[config.mk]
export PLATFORM = sky130hd
export DESIGN_NAME = dcm_reset_sequencer
export DESIGN_NICKNAME = d
export VERILOG_FILES = /design/src/rtl/dcm_reset_sequencer.sv
export SDC_FILE = /design/constraint.sdc
export NUM_CORES = 1
export LEC_CHECK = 0
export CORE_ASPECT_RATIO = 1.25
export CORE_UTILIZATION = 55
export DETAILED_ROUTE_END_ITERATION = 8
export PLACE_DENSITY_LB_ADDON = 0.12
export SKIP_CTS_REPAIR_TIMING = 1
export SYNTH_ARGS = -nofsm -noshare
export SYNTH_HDL_FRONTEND = slang
export SYNTH_SLANG_ARGS = --single-unit
[constraint.sdc]
create_clock -name clock50 -period 4.2 [get_ports clock50]
set_input_delay 1.05 -clock clock50 [delete_from_list [all_inputs] [get_ports clock50]]
set_output_delay 1.05 -clock clock50 [all_outputs]
set_load 0.05 [all_outputs]
[src/rtl/dcm_reset_sequencer.sv]
// Brings a DCM out of reset, waits for a stable lock, then releases the clock28 domain.
// Lock loss retries the DCM up to MAX_RETRIES times before latching a sticky failure.
module dcm_reset_sequencer #(
  parameter int RST_CYCLES    = 4,
  parameter int LOCK_TIMEOUT  = 1000000,
  parameter int STABLE_CYCLES = 1024,
  parameter int MAX_RETRIES   = 15
) (
  input  logic       clock50,
  input  logic       reset,
  input  logic       locked,
  input  logic       restart,
  output logic       dcmRst,
  output logic       sysReset,
  output logic [2:0] state,
  output logic [3:0] retries,
  output logic       fail
);

  localparam int CNT_MAX_A = (RST_CYCLES > LOCK_TIMEOUT) ? RST_CYCLES : LOCK_TIMEOUT;
  localparam int CNT_MAX   = (CNT_MAX_A > STABLE_CYCLES) ? CNT_MAX_A : STABLE_CYCLES;
  localparam int CW        = $clog2(CNT_MAX + 1);

  localparam logic [CW-1:0] RST_LAST    = CW'(RST_CYCLES - 1);
  localparam logic [CW-1:0] LOCK_LAST   = CW'(LOCK_TIMEOUT - 1);
  localparam logic [CW-1:0] STABLE_LAST = CW'(STABLE_CYCLES - 1);
  localparam logic [3:0]    RETRY_LIMIT = 4'(MAX_RETRIES);

  typedef enum logic [2:0] {
    S_RESET_DCM = 3'd0,
    S_WAIT_LOCK = 3'd1,
    S_STABLE    = 3'd2,
    S_RUN       = 3'd3,
    S_FAIL      = 3'd4
  } state_t;

  state_t        state_reg, state_next;
  logic [CW-1:0] cnt_reg, cnt_next;
  logic [3:0]    retries_reg, retries_next;
  logic          fail_reg, fail_next;
  logic          dcm_rst_reg, dcm_rst_next;
  logic          sys_reset_reg, sys_reset_next;
  logic [1:0]    sync_reg;
  logic          locked_s;
  logic          retry;

  assign locked_s = sync_reg[1];

  always_ff @(posedge clock50 or negedge reset) begin
    if (!reset) begin
      sync_reg      <= 2'b00;
      state_reg     <= S_RESET_DCM;
      cnt_reg       <= '0;
      retries_reg   <= 4'd0;
      fail_reg      <= 1'b0;
      dcm_rst_reg   <= 1'b1;
      sys_reset_reg <= 1'b1;
    end else begin
      sync_reg      <= {sync_reg[0], locked};
      state_reg     <= state_next;
      cnt_reg       <= cnt_next;
      retries_reg   <= retries_next;
      fail_reg      <= fail_next;
      dcm_rst_reg   <= dcm_rst_next;
      sys_reset_reg <= sys_reset_next;
    end
  end

  always_comb begin
    state_next   = state_reg;
    cnt_next     = cnt_reg + CW'(1);
    retries_next = retries_reg;
    fail_next    = fail_reg;
    retry        = 1'b0;

    case (state_reg)
      S_RESET_DCM: if (cnt_reg == RST_LAST) state_next = S_WAIT_LOCK;
      S_WAIT_LOCK: begin
        if (locked_s) state_next = S_STABLE;
        else if (cnt_reg == LOCK_LAST) retry = 1'b1;
      end
      S_STABLE: begin
        if (!locked_s) retry = 1'b1;
        else if (cnt_reg == STABLE_LAST) begin
          state_next   = S_RUN;
          retries_next = 4'd0;
        end
      end
      S_RUN:   if (!locked_s) state_next = S_RESET_DCM;
      S_FAIL:  state_next = S_FAIL;
      default: state_next = S_RESET_DCM;
    endcase

    // The retry budget is checked before incrementing so retries saturates at the limit.
    if (retry) begin
      if (retries_reg == RETRY_LIMIT) begin
        state_next = S_FAIL;
        fail_next  = 1'b1;
      end else begin
        retries_next = retries_reg + 4'd1;
        state_next   = S_RESET_DCM;
      end
    end

    if (restart) begin
      state_next   = S_RESET_DCM;
      retries_next = 4'd0;
      fail_next    = 1'b0;
    end

    // RUN and FAIL are untimed, so the counter idles at zero there.
    if (state_next != state_reg || restart || state_reg == S_RUN || state_reg == S_FAIL)
      cnt_next = '0;

    dcm_rst_next   = (state_next == S_RESET_DCM) || (state_next == S_FAIL);
    sys_reset_next = (state_next != S_RUN);
  end

  assign state    = state_reg;
  assign retries  = retries_reg;
  assign fail     = fail_reg;
  assign dcmRst   = dcm_rst_reg;
  assign sysReset = sys_reset_reg;

endmodule
After elaboration in Yosys (flattened, before gate mapping):

Cells that the tools add are included.
W data, S select, Z words.

* add/subtract/negate cells: 2
* equality and inequality tests: 11
* muxes and demuxes: 23
* reduce and logical (&&, ||, !) cells: 9

Operators with widths (count)
* $mux W3: 8
* $mux W4: 6
* $add A20 B1 Y20 const B: 1
* $eq A20 B10 Y1 const B: 1
* $eq A20 B2 Y1 const B: 1
* $eq A20 B20 Y1 const B: 1
* $mux W20: 1
* $pmux W3 S5: 1
* $eq A3 B2 Y1 const B: 2
* $eq A3 B3 Y1 const B: 2
* $logic_not A3 Y1: 2
* $mux W1: 6
* $add A4 B1 Y4 const B: 1
* $eq A4 B4 Y1 const B: 1
* $logic_or A1 B1 Y1: 4
* $reduce_bool A2 Y1: 2
* $eq A3 B1 Y1 const B: 1
* $ne A3 B2 Y1 const B: 1
* $ne A3 B3 Y1: 1
* $pmux W1 S2: 1
* $reduce_and A2 Y1: 1

* bits in registers: 32
* input bits: 4
* output and inout port bits: 10
* word-level logic and storage cells: 52

Longest topological paths before layout:

* depth in word-level cells: 11
* depth in mapped cells: 7

Worst setup path before layout:

Ideal clock, no wire load.

* path type: register -> register
* start point: register state_reg[2], in the netlist state[2]
* end point: register retries_reg[3], in the netlist retries[3]
* setup time: 83 ps
* data arrival time: 2451 ps
* setup slack: 1666 ps
* stages on the path, launching flop included: 6
* path buffers: 0
* clock period less this slack: 2534 ps
* cell sequence: dfrtp_1 -> or4_1 -> or4_4 -> o21a_1 -> or4_1 -> o21ai_0

* longest elaborated chain between the ends: 5

RTL lines
* start, declared: RTL line 37 `state_t state_reg, state_next;`
* start signal, assigned: RTL line 60 `state_reg <= state_next;`
* $eq A3 B2 Y1: RTL line 76 `case (state_reg)`
* $mux W4: RTL line 76
* $mux W4: RTL line 96 `if (retries_reg == RETRY_LIMIT) begin`
* $mux W4 (*): RTL line 95 `if (retry) begin`
* $mux W4 (*): RTL line 105 `if (restart) begin`
* via retries_next[3]: RTL line 39 `logic [3:0] retries_reg, retries_next;`
* end signal, assigned: RTL line 62 `retries_reg <= retries_next;`
* end, declared: RTL line 39

The timed path passes the listed nets; every way through them passes the cells marked *.
A chain may end at the register's enable or synchronous reset.

Worst setup path in the final report:

* start point: register state_reg[0], in the netlist state[0]
* end point: output state[0]

RTL lines
* end, declared: RTL line 15 `output logic [2:0] state,`

No word-level cell between the ends.

==> results.tsv <==
stage	metric	value	unit
synthesis	Synth Instances	178	
setup_path	Top Family by Delay on Critical Path	buffers and inverters	
synthesis	Synth cell types	40	
timing	Fmax	0.363	GHz
synthesis	asr flop ratio synth	1.00	
grt	largest net degree at the start of global routing	33	
final_layout	final instance area	1950	um^2
drt	vias per cell	6.21	
setup_path	FF-to-FF End	cnt_reg[3]	
final_layout	Antenna Cells	0	
floorplan	Boundary Pins	14	
timing	max-slew violations	0	
min_path	WHS Path Cells	0	
timing	Hold Vio Cnt, Final	0	
clock_network	clock-pin slew of the registers on the worst-case setup and hold paths	90	ps
clock_network	CTS Sinks	32	
run	max-cap violation count	0	
synthesis	mux contribution to synthesized area	0.00587	
synthesis	largest area contributor in the netlist	dfrtp_1	
setup_path	slowest stage delay, CP	860	ps
setup_path	crit path max fanout	8	
timing	Clock Skew	9.22	ps
pwr	total power per unit cell area	281	nW/um^2
grt	initial antenna violation count	0	
pwr	Lkg Pwr	0.779	nW
synthesis	Cell Area, Synth	1710	um^2
floorplan	Initial Util	0.579	
setup_path	WP buf/inv	1	
clock_network	Num CTS Buffers	5	
placed_design	Post-DP Area	1880	um^2
floorplan	Die ar.	3330	um^2
setup_path	critical path arrival	1700	ps
timing	Final Setup Violations	0	
final_layout	layout cells sized above 1	0.0909	
final_layout	Layout area overhead	14.3	%
synthesis	syn_nets	184	
timing	fin crit share	0.655	
drt	final WL	3.67	mm
grt	global-route wire length before repair	6.29	mm
setup_path	crit end category	primary output	
clock_network	clk root buf	clkbuf_4	
setup_path	CP Cell Sequence	clkdlybuf4s50_1	
clock_network	CTS tree	yes	
synthesis	Synth top area share	0.440	
floorplan	Core Area	2950	um^2
floorplan	Site Rows	22	
clock_network	H-tree depth	2	
setup_path	Reg2Reg Setup Slack	1630	ps
synthesis	sequential area share after synthesis	0.471	
final_layout	Filler cells	236	
floorplan	Die W	51.8	um
synthesis	Avg Synthesized Cell Area	9.59	um^2
timing	worst-margin pin slew	506	ps
pwr	Power Total	548	uW
synthesis	post-synthesis compound-gate area fraction	0.0770	
setup_path	reg2reg path depth	5	
grt	Overflow after GRT	0	
min_path	hold_sp	sync_reg[0]	
timing	max_slew headroom	0.660	
timing	Worst Hold Margin	356	ps
status	status	complete, no violations	
grt	Total Routing Usage GR	0.261	
synthesis	number of warnings issued by yosys	0	
setup_path	Setup crit start kind	flop	
drt	TritonRoute pass-1 iters	4	
setup_path	worst path required time	3150	ps
placed_design	GP Congestion	0.937	
timing	RSZ-0062 raised after global routing	no	
setup_path	worst r2r src	state[2]	
floorplan	Die Span Y	64.3	um
drt	routed via count	1454	
timing	Post-Route Setup TNS	0	ps
pwr	Peak VDD IR	0.236	mV
final_layout	number of flip-flops in the largest register	20	
min_path	Worst Hold Class	flop to flop	
drt	DRC	0	
drt	DRT iter0 DRCs	37	
synthesis	Synth Area in XOR/XNOR	0.0924	
synthesis	Synth Flop Type	dfrtp_1	
synthesis	EDFF count, synth	0	
grt	vias in the first global route	1397	
drt	Routed wire per std cell	15.7	um
clock_network	CTS max path bufs	2	
placed_design	Cell Count Post-Placement	226	
synthesis	Synth Area in Simple Gates	0.322	
drt	ANT nets after route	0	
final_layout	final net count	203	
synthesis	largest family of logic cells by synthesized area	simple AND/OR/NAND/NOR gates	
timing	min Tclk post-route	2750	ps
final_layout	final cell count without fillers	234	
min_path	Hold Path Sink	sync_reg[1]	
setup_path	slowest CP cell	clkdlybuf4s50_1	
setup_path	Crit Path Class	flop to primary output	
synthesis	synthesized-area fraction occupied by adder cells	0.0147	
placed_design	DP HPWL	2.61	mm
clock_network	clk_lat worst skew	330	ps
placed_design	I/O Buffers	13	
synthesis	Synth Register Bits	32	
synthesis	top post-synthesis cells by area	dfrtp_1, xnor2_1, nor2_1	
==> routing by layer <==
layer,up-vias,GRT usage,wire (um)
met5,-,0,0
met4,0,0.115,89
met3,9,0.0714,172
met2,40,0.433,1900
met1,712,0.307,1510
li1,693,-,-
==> synthesized netlist by cell type (2+ instances only) <==
cell and n:
dfrtp_1 30, nor2_1 23, nand2_1 15, xnor2_1 14
nand4_1 11, nand3_1 7, nor3_1 7, inv_1 6
nor4_1 6, a21oi_1 5, and3_1 5, or4_1 5
xor2_1 4, and4_1 3, or3_1 3, clkbuf_1 2
dfstp_2 2, ha_1 2, o21ai_0 2, o21ai_1 2
o311ai_0 2, o31a_1 2, or2_2 2, or3b_2 2
==> power by group <==
group,switching (mW),total [mW],internal [mW]
Clock,0.100,0.199,0.0984
Sequential,0.00473,0.317,0.312
Combinational,0.0219,0.0330,0.0111
Total,0.127,0.548,0.421
==> final cells by class <==
class                   instances  area [um^2]  share of cell area
multi-input cells             138          873               0.448
flip-flops and latches         32          803               0.412
repair buffers                 14          138              0.0706
clock buffers                   8         68.8              0.0353
inverters                       6         22.5              0.0115
well taps                      36         45.0              0.0231
==> stage by stage <==
step                      utilization  setup WS [ps]
after floorplan                     -           1670
after global placement          0.639           1400
after detailed placement        0.639           1340
after CTS                       0.662           1430
after global routing            0.662           1370
final                           0.662           1450
==> worst max path at each step <==
stage / startpoint / endpoint / depth (start not counted)
global placement: restart / cnt_reg[0] / 4
detailed placement: restart / cnt_reg[3] / 4
floorplan: state[2] / retries[3] / 5
global route: state[0] / state[0] / 1
CTS: state[0] / state[0] / 1
finish: state[0] / state[0] / 1
==> cell families after synthesis <==
group           Yosys count
simple gates             98
flops                    32
compound gates           19
xor+xnor                 18
buf+inv                   8
fa+ha+maj                 2
mux                       1
==> cell usage in the layout (no fill, tap or decap), types with 3 or more instances in the layout <==
cell,count
inv_1,6
and3_1,5
nor3_1,7
or4_1,5
nor4_1,6
clkdlybuf4s50_1,13
and4_1,3
nand2_1,15
nand4_1,11
xor2_1,4
a21oi_1,5
nor2_1,23
xnor2_1,14
dfrtp_1,30
or3_1,3
clkbuf_4,5
nand3_1,7
Note: power is estimated with default switching activity, not from simulation.
==> RTL change 1: new RTL, same settings <==
Make the reset (`reset`) synchronous in one clocked block.
--- a/src/rtl/dcm_reset_sequencer.sv
+++ b/src/rtl/dcm_reset_sequencer.sv
@@ -47,5 +47,5 @@
   assign locked_s = sync_reg[1];
 
-  always_ff @(posedge clock50 or negedge reset) begin
+  always_ff @(posedge clock50) begin
     if (!reset) begin
       sync_reg      <= 2'b00;
Function: differs if reset is asserted again (counterexample within 10 cycles, from zero or initial values and one cycle with reset low); with reset held inactive, the same outputs for 10 cycles.
==> RTL change 1 against the unedited design <==
  * Utilization down 2.2 points
  * Area after synthesis down 1.8%
  * Wire length down 9.0%
  * Die area down 1.7%
  * Final area down 4.3%
  * Final cell count up 2.6%
  * Combinational power down 49%
  * Sequential cell count unchanged
  * Synthesized cell count up 6.7%
  * Count of clock-buffer cells in the layout down 2
  * Total power down 12%
  * Worst setup slack worse by 0.058 ns
  * Largest cell class unchanged
  * Highest routed layer unchanged
==> RTL change 1: results (changes against the unedited design) <==
{| class="wikitable"
! Metric !! Value
|-
| Synthesized netlist cell count || 190 (was 178)
|-
| Worst Setup Slack post-DPL || 1.04 ns (was 1.34 ns)
|-
| Starting DRC count in detailed routing || 32 (was 37)
|-
| Clock buffer cells || 6 (was 8)
|-
| Average size of a mapped cell || 8.82 um2 (was 9.59 um2)
|-
| Layout buffering overhead excluding clock cells || 0.0777 (was 0.0706)
|-
| Met3 Use GR || 0.0619 (was 0.0714)
|-
| Switching power share of the total || 0.222 (was 0.232)
|-
| Share of final layout cell area taken by clock buffers and inverters || 0.0248 (was 0.0353)
|-
| Net count after synthesis || 196 (was 184)
|-
| Transition time at the pin with the least slew margin || 1.01 ns (was 0.506 ns)
|-
| HPWL Detailed || 2510 um (was 2610 um)
|-
| Multi-input combinational cell count || 145 (was 138)
|-
| FILL cells || 268 (was 236)
|-
| Met2 layer usage reported by global route || 0.381 (was 0.433)
|-
| Synth-to-Final Area Change || 11.3% (was 14.3%)
|-
| Largest cells by area after synthesis || dfxtp_1 38%, xor2_1 8.4%, mux2i_1 5.4% (was dfrtp_1 44%, xnor2_1 7.2%, nor2_1 5.1%)
|-
| Metal-1 WL || 1550 um (was 1510 um)
|-
| Layout Nets || 210 (was 203)
|-
| Global-route usage over all layers || 0.242 (was 0.261)
|-
| Sequential portion of the cell area || 0.343 (was 0.412)
|-
| Total via count after detailed routing || 1,392 (was 1,454)
|-
| Footprint of the multi-input gates || 971 um2 (was 873 um2)
|-
| Buffer count excluding the clock tree in the final layout || 15 (was 14)
|-
| Maximum number of pins on one net before global-route repair || 15 (was 33)
|-
| Final RePlAce weighted congestion || 0.793 (was 0.937)
|-
| Non-clock inverter count in the final layout || 5 (was 6)
|-
| Most frequent cells after synthesis || 32 x dfxtp_1, 23 x nand2_1, 17 x nor2_1 (was 30 x dfrtp_1, 23 x nor2_1, 15 x nand2_1)
|-
| Status || finished, final reports clean (unchanged)
|-
| Leak || 0.759 nW (was 0.779 nW)
|-
| Routed wirelength normalized by instance count || 13.9 um (was 15.7 um)
|-
| CP Data Arrival Time || 2.97 ns (was 1.70 ns)
|-
| Critical Path Max Stage Delay || 0.74 ns (was 0.86 ns)
|-
| Worst setup skew after layout || 0.00800 ns (was 0.00922 ns)
|-
| Worst IR Drop VDD || 0.222 mV (was 0.236 mV)
|-
| Standard cell area after detailed placement || 1820 um2 (was 1880 um2)
|}
==> RTL change 1: kinds of logic (layout without fill, tap and decap cells) <==
group	Yosys count	count (layout)	share of synthesized area
xor+xnor	20	20	0.104
flops	32	32	0.382
compound gates	21	21	0.104
fa+ha+maj	2	2	0.0149
simple gates	93	93	0.302
buf+inv	13	27	0.0388
mux	9	9	0.0537
==> RTL change 1: power groups by stage <==
stage                     logic, mW  clock network, mW  registers [mW]
after floorplan              0.0106                  0           0.314
after global placement       0.0160                  0           0.314
after detailed placement     0.0170                  0           0.314
after CTS                    0.0170              0.162           0.307
after global routing         0.0188              0.178           0.308
final                        0.0169              0.157           0.307
==> RTL change 1: final timing paths <==
check | start | endpoint | slack, ns | cells after the start
worst max-delay path | restart | cnt_reg[19] | 1.39 | 6
worst min-delay path | sync_reg[0] | sync_reg[1] | 0.46 | 1
worst max register to register | cnt_reg[0] | cnt_reg[19] | 1.66 | 6
worst min register to register | sync_reg[0] | sync_reg[1] | 0.46 | 1
==> RTL change 2: new RTL, config.mk and constraints unchanged <==
Made on the original files. The parameter `RST_CYCLES` goes from 4 to 8.
--- a/src/rtl/dcm_reset_sequencer.sv
+++ b/src/rtl/dcm_reset_sequencer.sv
@@ -2,5 +2,5 @@
 // Lock loss retries the DCM up to MAX_RETRIES times before latching a sticky failure.
 module dcm_reset_sequencer #(
-  parameter int RST_CYCLES    = 4,
+  parameter int RST_CYCLES    = 8,
   parameter int LOCK_TIMEOUT  = 1000000,
   parameter int STABLE_CYCLES = 1024,
Check against the original RTL: not equivalent (Yosys sat finds a counterexample within 10 cycles, from zero or initial values and one cycle with reset low).
==> RTL change 2 against the unedited design <==
  * Combinational power shrank 10%
  * Count of clock-buffer cells in the layout is the same
  * Final cell count grew 16%
  * Wire length grew 20%
  * Area after synthesis grew 14%
  * Worst setup slack lost 0.30 ns
  * Critical endpoint is now cnt_reg[6]
  * Die area grew 13%
  * Final area grew 12%
  * Sequential cell count is the same
  * Clock power grew 21%
  * Total power grew 7.1%
  * Utilization grew 0.21 points
==> RTL change 2: results (changes against the unedited design) <==
{| class="wikitable"
! Metric !! Value
|-
| Kind of cell adding the most delay to the critical path || simple AND/OR/NAND/NOR gates (was buffers and inverters)
|-
| Routed wire length || 4420 um (was 3670 um)
|-
| Switching component of the power || 0.131 mW (was 0.127 mW)
|-
| Type of the worst min-delay path || reg -> reg (unchanged)
|-
| Final RePlAce weighted congestion || 0.805 (was 0.937)
|-
| Number of tapcells || 37 (was 36)
|-
| Status || finished, final reports clean (unchanged)
|-
| Worst IR Drop VDD || 0.215 mV (was 0.236 mV)
|-
| Leak || 0.838 nW (was 0.779 nW)
|-
| CP Data Arrival Time || 3.24 ns (was 1.70 ns)
|-
| Buffer count excluding the clock tree in the final layout || 16 (was 14)
|-
| Multi-input combinational cell count || 171 (was 138)
|-
| Vias in the first global route || 1,717 (was 1,397)
|-
| Sequential Area || 803 um2 (unchanged)
|-
| Number of optimization iterations in the first detailed-route pass || 4 (unchanged)
|-
| Layout buffering overhead excluding clock cells || 0.0700 (was 0.0706)
|-
| Root buf cell || clkbuf_8 (was clkbuf_4)
|-
| Share of final layout cell area taken by clock buffers and inverters || 0.0413 (was 0.0353)
|-
| Slowest library cell on the worst path || or4b_2 (was clkdlybuf4s50_1)
|-
| Clock group share of total power || 0.410 (was 0.362)
|-
| Clock Latency Late Sink || 0.28 ns (was 0.33 ns)
|-
| Synth unique cells || 45 (was 40)
|-
| Worst setup skew after layout || 0.00424 ns (was 0.00922 ns)
|-
| Total via count after detailed routing || 1,765 (was 1,454)
|-
| Critical path peak fanout || 22 (was 8)
|-
| Htree depth || 2 (unchanged)
|-
| Portion of the post-synthesis area used by sequential elements || 0.414 (was 0.471)
|-
| Global-route usage over all layers || 0.287 (was 0.261)
|-
| Multi-input combinational area share || 0.487 (was 0.448)
|-
| Largest cells by area after synthesis || dfrtp_1 39%, nand3_1 5.9%, o21ai_0 5.2% (was dfrtp_1 44%, xnor2_1 7.2%, nor2_1 5.1%)
|-
| Starting DRC count in detailed routing || 74 (was 37)
|-
| Most frequent cells after synthesis || 30 x dfrtp_1, 23 x nand3_1, 20 x o21ai_0 (was 30 x dfrtp_1, 23 x nor2_1, 15 x nand2_1)
|-
| HPWL Detailed || 3220 um (was 2610 um)
|-
| FILL cells || 290 (was 236)
|-
| Critical Path Max Stage Delay || 0.60 ns (was 0.86 ns)
|-
| Non-clock inverter count in the final layout || 7 (was 6)
|-
| Number of sequential cells || 32 (unchanged)
|-
| Standard cell area after detailed placement || 2090 um2 (was 1880 um2)
|-
| Transition time at the pin with the least slew margin || 0.506 ns (about the same)
|-
| Fraction of final layout cells sized beyond drive strength 1 || 0.107 (was 0.0909)
|-
| Clock edge transition at the registers on the reported setup and hold paths || 0.06 ns (was 0.09 ns)
|-
| Layout Nets || 239 (was 203)
|-
| Net count after synthesis || 226 (was 184)
|-
| Wire length of the first global-routing pass || 7670 um (was 6290 um)
|}
-- RTL change 2: per-layer routing --
| metal | share of wire | GRT usage |
|---|---|---|
| met1 | 0.41 | 0.355 |
| met2 | 0.52 | 0.453 |
| met3 | 0.051 | 0.0822 |
| met4 | 0.022 | 0.131 |
| met5 | 0 | 0 |
-- RTL change 2: worst paths after layout --
kind / from / end / slack [ns] / cells past startpoint
setup / recovery: restart / cnt_reg[6] / 1.15 / 7
hold / removal: sync_reg[0] / sync_reg[1] / 0.35 / 0
setup reg to reg: state[0] / cnt_reg[1] / 1.52 / 7
hold reg to reg: sync_reg[0] / sync_reg[1] / 0.35 / 0
max in group asynchronous: reset / dcmRst / 2.71 / 2
min in group asynchronous: reset / sync_reg[1] / 1.16 / 2
-- RTL change 2: through the flow --
step                      power (mW)  worst slack [ns]  utilization  std cells  hold WS (ns)
after global routing           0.610              1.00        0.664        271         0.365
final                          0.587              1.15        0.664        271         0.353
after floorplan                0.337              1.79            -        220         0.331
after global placement         0.351             0.976        0.637        263         0.339
after detailed placement       0.353             0.895        0.637        263         0.343
after CTS                      0.593              1.17        0.664        271         0.357
-- RTL change 2: worst reg2reg max path: stages (launching register included) --
cell	delay, ns
dfrtp_1	0.46
buf_4	0.24
or4_1	0.56
or2_2	0.29
nor4_1	0.40
o21ai_2	0.20
inv_2	0.23
mux2i_1	0.23
-- RTL change 2: logic make-up (layout without fill, tap and decap cells) --
logic type / count (synthesis) / after routing / share of synthesized area
AO/OA/AOI/OAI: 44 / 44 / 0.137
XOR/XNOR: 11 / 11 / 0.0497
adder cells (fa/ha/maj): 2 / 2 / 0.0129
buffers and inverters: 17 / 31 / 0.0381
flip-flops: 32 / 32 / 0.414
multiplexers: 5 / 5 / 0.0258
AND/OR/NAND/NOR: 109 / 109 / 0.322
